### src/rtl/fault_led_ctrl_pkg.sv
// Shared state encoding and default parameters for the fault-indicator LED controller.
package fault_led_ctrl_pkg;

  typedef enum logic [1:0] {
    ST_IDLE   = 2'd0,
    ST_ACTIVE = 2'd1,
    ST_HOLD   = 2'd2,
    ST_MEMORY = 2'd3
  } ch_state_t;

  localparam int DEF_N_CH        = 6;
  localparam int DEF_STRETCH_CYC = 1024;
  localparam int DEF_CNT_W       = 10;
  localparam int DEF_BLINK_DIV   = 4096;
  localparam logic [DEF_N_CH-1:0] DEF_LATCH_MASK = 6'b111111;

endpackage

### src/rtl/led_channel_fsm.sv
// One fault channel: input synchroniser, pulse-stretch FSM with optional fault memory,
// and the registered LED / memory flags.
module led_channel_fsm
  import fault_led_ctrl_pkg::*;
#(
  parameter int STRETCH_CYC = DEF_STRETCH_CYC,
  parameter int CNT_W       = DEF_CNT_W,
  parameter bit LATCH       = 1'b1
) (
  input  logic clk,
  input  logic rst,
  input  logic fault,
  input  logic clr,
  input  logic lamp_test,
  input  logic blink_phase,
  output logic led,
  output logic mem,
  output logic busy_nxt
);

  localparam logic [CNT_W-1:0] CNT_LOAD = CNT_W'(STRETCH_CYC - 1);

  logic            sync_r;
  logic            fs_r;
  ch_state_t       state_r;
  ch_state_t       state_s;
  logic [CNT_W-1:0] cnt_r;
  logic [CNT_W-1:0] cnt_s;
  logic            led_r;
  logic            led_s;
  logic            mem_r;
  logic            busy_s;

  // Two-flop synchroniser for the asynchronous fault flag.
  always_ff @(posedge clk or posedge rst) begin
    if (rst) begin
      sync_r <= 1'b0;
      fs_r   <= 1'b0;
    end else begin
      sync_r <= fault;
      fs_r   <= sync_r;
    end
  end

  // Next-state and stretch-count logic; a present fault always wins over clear.
  always_comb begin
    state_s = state_r;
    cnt_s   = cnt_r;
    case (state_r)
      ST_IDLE: begin
        if (fs_r) state_s = ST_ACTIVE;
        else      state_s = ST_IDLE;
      end
      ST_ACTIVE: begin
        if (!fs_r) begin
          state_s = ST_HOLD;
          cnt_s   = CNT_LOAD;
        end else begin
          state_s = ST_ACTIVE;
        end
      end
      ST_HOLD: begin
        if (fs_r)                  state_s = ST_ACTIVE;
        else if (cnt_r == '0)      state_s = LATCH ? ST_MEMORY : ST_IDLE;
        else                       cnt_s   = cnt_r - CNT_W'(1);
      end
      ST_MEMORY: begin
        if (fs_r)      state_s = ST_ACTIVE;
        else if (clr)  state_s = ST_IDLE;
        else           state_s = ST_MEMORY;
      end
      default: state_s = ST_IDLE;
    endcase
  end

  // Output decode from the next state so LED and flags change with the state itself.
  always_comb begin
    busy_s = (state_s == ST_ACTIVE) || (state_s == ST_HOLD);
    if (lamp_test) begin
      led_s = 1'b1;
    end else begin
      case (state_s)
        ST_ACTIVE: led_s = 1'b1;
        ST_HOLD:   led_s = 1'b1;
        ST_MEMORY: led_s = blink_phase;
        ST_IDLE:   led_s = 1'b0;
        default:   led_s = 1'b0;
      endcase
    end
  end

  // Channel state, stretch counter and registered outputs.
  always_ff @(posedge clk or posedge rst) begin
    if (rst) begin
      state_r <= ST_IDLE;
      cnt_r   <= '0;
      led_r   <= 1'b0;
      mem_r   <= 1'b0;
    end else begin
      state_r <= state_s;
      cnt_r   <= cnt_s;
      led_r   <= led_s;
      mem_r   <= (state_s == ST_MEMORY);
    end
  end

  assign led      = led_r;
  assign mem      = mem_r;
  assign busy_nxt = busy_s;

endmodule

### src/rtl/fault_led_ctrl.sv
// Fault-indicator LED controller: shared blink prescaler, one FSM per channel,
// and the registered any-fault summary.
module fault_led_ctrl
  import fault_led_ctrl_pkg::*;
#(
  parameter int              N_CH        = DEF_N_CH,
  parameter int              STRETCH_CYC = DEF_STRETCH_CYC,
  parameter int              CNT_W       = DEF_CNT_W,
  parameter int              BLINK_DIV   = DEF_BLINK_DIV,
  parameter logic [N_CH-1:0] LATCH_MASK  = DEF_LATCH_MASK
) (
  input  logic            clk,
  input  logic            rst,
  input  logic [N_CH-1:0] fault_i,
  input  logic            clr_i,
  input  logic            lamp_test_i,
  output logic [N_CH-1:0] led_o,
  output logic            any_fault_o,
  output logic [N_CH-1:0] mem_o
);

  localparam int PW = (BLINK_DIV > 2) ? $clog2(BLINK_DIV) : 1;
  localparam logic [PW-1:0] PRESC_MAX = PW'(BLINK_DIV - 1);

  logic [PW-1:0]   presc_r;
  logic            phase_r;
  logic [N_CH-1:0] busy_s;
  logic            any_fault_r;

  // Free-running blink prescaler; only reset clears it so all channels stay in phase.
  always_ff @(posedge clk or posedge rst) begin
    if (rst) begin
      presc_r <= '0;
      phase_r <= 1'b0;
    end else if (presc_r == PRESC_MAX) begin
      presc_r <= '0;
      phase_r <= ~phase_r;
    end else begin
      presc_r <= presc_r + PW'(1);
    end
  end

  for (genvar g = 0; g < N_CH; g++) begin : g_ch
    led_channel_fsm #(
      .STRETCH_CYC (STRETCH_CYC),
      .CNT_W       (CNT_W),
      .LATCH       (LATCH_MASK[g])
    ) u_ch (
      .clk         (clk),
      .rst         (rst),
      .fault       (fault_i[g]),
      .clr         (clr_i),
      .lamp_test   (lamp_test_i),
      .blink_phase (phase_r),
      .led         (led_o[g]),
      .mem         (mem_o[g]),
      .busy_nxt    (busy_s[g])
    );
  end

  // Summary flag registered from the channels' next states to align with led_o.
  always_ff @(posedge clk or posedge rst) begin
    if (rst) any_fault_r <= 1'b0;
    else     any_fault_r <= |busy_s;
  end

  assign any_fault_o = any_fault_r;

endmodule
### config.mk
export PLATFORM = sky130hd
export DESIGN_NAME = fault_led_ctrl
export DESIGN_NICKNAME = d
export VERILOG_FILES = /design/src/rtl/fault_led_ctrl_pkg.sv /design/src/rtl/led_channel_fsm.sv /design/src/rtl/fault_led_ctrl.sv
export SDC_FILE = /design/constraint.sdc
export NUM_CORES = 1
export LEC_CHECK = 0
export CORE_MARGIN = 2
export CORE_UTILIZATION = 23
export DETAILED_ROUTE_END_ITERATION = 8
export SYNTH_ARGS = -nofsm -noshare
export SYNTH_HDL_FRONTEND = slang
export SYNTH_HIERARCHICAL = 1
export SYNTH_SLANG_ARGS = --single-unit
### constraint.sdc
create_clock -name clk -period 3.2 [get_ports clk]
set_input_delay 0.48 -clock clk [delete_from_list [all_inputs] [get_ports clk]]
set_output_delay 0.48 -clock clk [all_outputs]
set_load 0.05 [all_outputs]
==> summary.md <==
| Metric | Value |
|---|---|
| Clk root buf | `clkbuf_16` |
| Slew headroom | `55.9%` |
| Period utilization | `85.9%` |
| Synth top area cells | `dfrtp_1 44%, inv_1 3.9%, ha_1 3.8%, o21ai_0 3.6%, nor2_1 3.1%` |
| Clk_lat worst skew | `0.36 ns` |
| Dpl hpwl | `10.1 mm` |
| Largest net degree at the start of global routing | `19` |
| Post-Route Utilization | `26.5%` |
| R2R Setup Slk | `0.45 ns` |
| Flops & latches, synth | `110` |
| Cell taking the most area after synthesis | `dfrtp_1` |
| Longest Clk Path Bufs | `2` |
| Via Count | `5,077` |
| FF-to-FF Start | `g_ch[3].u_ch/cnt_r[0]` |
| Clk slew on worst S/H paths | `0.07 ns` |
| P_leak | `2.65 nW` |
| Max-Cap Viols | `0` |
| Worst EP required | `3.44 ns` |
| Hold Crit Start | `g_ch[0].u_ch/sync_r` |
| Max-slew violations | `0` |
| Synthesis warning total | `6` |
| 1st-iter DRT viols | `440` |
| CP Capture Type | `flip-flop` |
| Clock skew | `0.00560 ns` |
| Post-layout minimum cycle time | `2.75 ns` |
| Post-CTS Resized | `0` |
| Post-synthesis net count | `675` |
| VDD IR max | `193 uV` |
| CTS tree | `yes` |
| Core outline area | `26,700 um^2` |
| Die height | `168 um` |
| Worst reg2reg path depth | `8` |
| Row count | `60` |
| Starting Density | `23.2%` |
| Vias in the first global route | `4,765` |
| Die width | `168 um` |
| Worst reg2reg path endpoint | `any_fault_o` |
| Syn Inst Count | `646` |
| Ys flop type | `dfrtp_1` |
| DRT Wirelength | `14.1 mm` |
| Synth cell types | `41` |
| Port bufs | `22` |
| Top post-synthesis cells by count | `110 x dfrtp_1, 64 x inv_1, 52 x nor2_1` |
| Wire length per cell | `13.9 um` |
| RSZ-0062 raised after global routing | `false` |
| Post-Place Worst Slack | `0.449 ns` |
| Post-synth ARST share | `100%` |
| Number of diodes | `0` |
| NumNets Final | `696` |
| Most numerous cell in the Yosys netlist | `dfrtp_1` |
| Post-route DRC | `0` |
| Clock H-tree levels | `3` |
| Worst Hold Path EP | `g_ch[0].u_ch/fs_r` |
| Area of the mapped netlist | `6210 um^2` |
| Congestion Overflow GR | `0` |
| Hold-fix buffer count after cts | `0` |
| # setup viols final | `0` |
| Worst setup SP type | `flip-flop` |
| Remaining antenna violation count | `0` |
| RePlAce Congestion | `0.856` |
| First-pass iteration count of the detailed router | `5` |
| Antenna violations before repair | `0` |
| Inserted Clock Buffers | `9` |
| Power per cell area | `470 nW/um^2` |
| P&R area growth vs syn | `14.1%` |
| Setup TNS | `0 ns` |
| Die area | `28,300 um^2` |
| Ports | `23` |
| Top-area cell type share of the netlist area | `44.3%` |
| WP data arrival | `2.99 ns` |
| Sequential cell area fraction in the yosys report | `44.3%` |
| Routed vias/inst | `5.01` |
| Status | `complete, no violations` |
| Post-CTS Setup Inserts | `0` |
| # fillers | `2,849` |
| # clock sinks | `110` |
| Gr usage total | `10.4%` |
| Worst-path maximum fanout | `7` |
| Crit path kind | `flip-flop to flip-flop` |
| Synthesized area per cell | `9.61 um^2` |
| Pin slew with the least headroom to its limit | `0.661 ns` |
| Worst Hold Class | `flip-flop to flip-flop` |
| Layout cell share with drive strength beyond 1 | `9.23%` |
| First-pass GRT wire length | `24.3 mm` |
| Hold Vio Cnt, Final | `0` |
| WHS Path Cells | `0` |
| Post-synth EDFFs | `0` |
| Final setup margin | `0.452 ns` |
| Max Clock Freq | `364 MHz` |
cells in the final DEF, fill, tap and decap left out, drive strengths merged, types with 6 or more instances in the layout:
| cell type | n |
|---|---|
| nor2b | 13 |
| o21a | 18 |
| nor4 | 8 |
| a31o | 12 |
| nor4b | 6 |
| and3 | 6 |
| a211o | 6 |
| clkdlybuf4s50 | 22 |
| nand2 | 28 |
| or4 | 20 |
| a2111oi | 13 |
| a41oi | 18 |
| o31ai | 7 |
| or3b | 12 |
| nand4 | 8 |
| ha | 19 |
| nor3 | 20 |
| or2 | 6 |
| a31oi | 6 |
| or4b | 6 |
| or3 | 26 |
| inv | 65 |
| o211ai | 6 |
| nor2 | 52 |
| nand3 | 23 |
| a21oi | 27 |
| o311a | 6 |
| a311oi | 6 |
| o21ai | 45 |
| o41ai | 12 |
| clkbuf | 9 |
| mux2i | 6 |
| nand2b | 6 |
| o2111ai | 6 |
| dfrtp | 110 |
metrics by stage:
stage               hold slack (ns)  cell area, um^2  instances  total power [mW]
floorplan                     0.331             6210        646              2.00
global placement              0.332             6770        997              2.14
detailed placement            0.335             6770        997              2.14
CTS                           0.352             7090       1013              3.38
global route                  0.365             7090       1013              3.54
finish                        0.349             7090       1013              3.33
per-layer routing:
metal,vias up,global-route usage (%),wire length (um)
li1,2493,-,-
met1,2467,14.8,6960
met2,106,16.0,6420
met3,11,1.72,512
met4,0,3.82,217
met5,-,0,0
state kept, by name, indices dropped and copies added, names as in the netlist:
| register | cells |
|---|---|
| g_ch.u_ch/state_r | 12 |
| any_fault_o | 1 |
| g_ch.u_ch/led | 6 |
| g_ch.u_ch/mem | 6 |
| presc_r | 12 |
| g_ch.u_ch/cnt_r | 60 |
| phase_r | 1 |
| g_ch.u_ch/sync_r | 6 |
| g_ch.u_ch/fs_r | 6 |
power by group:
group | total [mW] | switching [mW] | internal, mW
logic | 0.470 | 0.267 | 0.202
registers | 1.65 | 0.160 | 1.49
clock network | 1.22 | 0.530 | 0.688
total | 3.33 | 0.957 | 2.38
worst max-delay path by stage:
stage / startpoint / to / slack, ns
final: g_ch[3].u_ch/cnt_r[0] / any_fault_o / 0.45
after global routing: g_ch[3].u_ch/cnt_r[0] / any_fault_o / 0.27
after CTS: g_ch[3].u_ch/cnt_r[0] / any_fault_o / 0.43
after detailed placement: g_ch[3].u_ch/cnt_r[0] / any_fault_o / 0.45
after global placement: g_ch[3].u_ch/cnt_r[0] / any_fault_o / 0.47
after floorplan: g_ch[3].u_ch/cnt_r[0] / any_fault_o / 0.68
critical path, stage by stage (launching register included):
cell and delay [ns]:
dfrtp_1 0.43, inv_1 0.08, ha_1 0.27, or3b_2 0.51, or4_4 0.47, o21a_1 0.21
ha_1 0.31, nor4_1 0.27, nand2_1 0.09
area by class of cell:
| class | count | area, um^2 | area share (%) |
|---|---|---|---|
| Clock inverter | 7 | 96.3 | 1.36 |
| Inverter | 64 | 240 | 3.39 |
| Tap cell | 341 | 427 | 6.02 |
| Sequential cell | 110 | 2750 | 38.8 |
| Timing Repair Buffer | 22 | 220 | 3.11 |
| Multi-Input combinational cell | 460 | 3130 | 44.1 |
| Clock buffer | 9 | 225 | 3.18 |
cell families (layout without fill, tap and decap cells):
| kind of cell | Yosys count | in the layout | synth area share (%) |
|---|---|---|---|
| mux | 6 | 6 | 0.967 |
| fa+ha+maj | 19 | 19 | 3.83 |
| simple gates | 240 | 240 | 23.0 |
| compound gates | 188 | 188 | 21.5 |
| xor+xnor | 7 | 7 | 0.987 |
| flops | 110 | 110 | 44.3 |
| buf+inv | 76 | 102 | 5.32 |
Power figures use the tool's default switching activity.
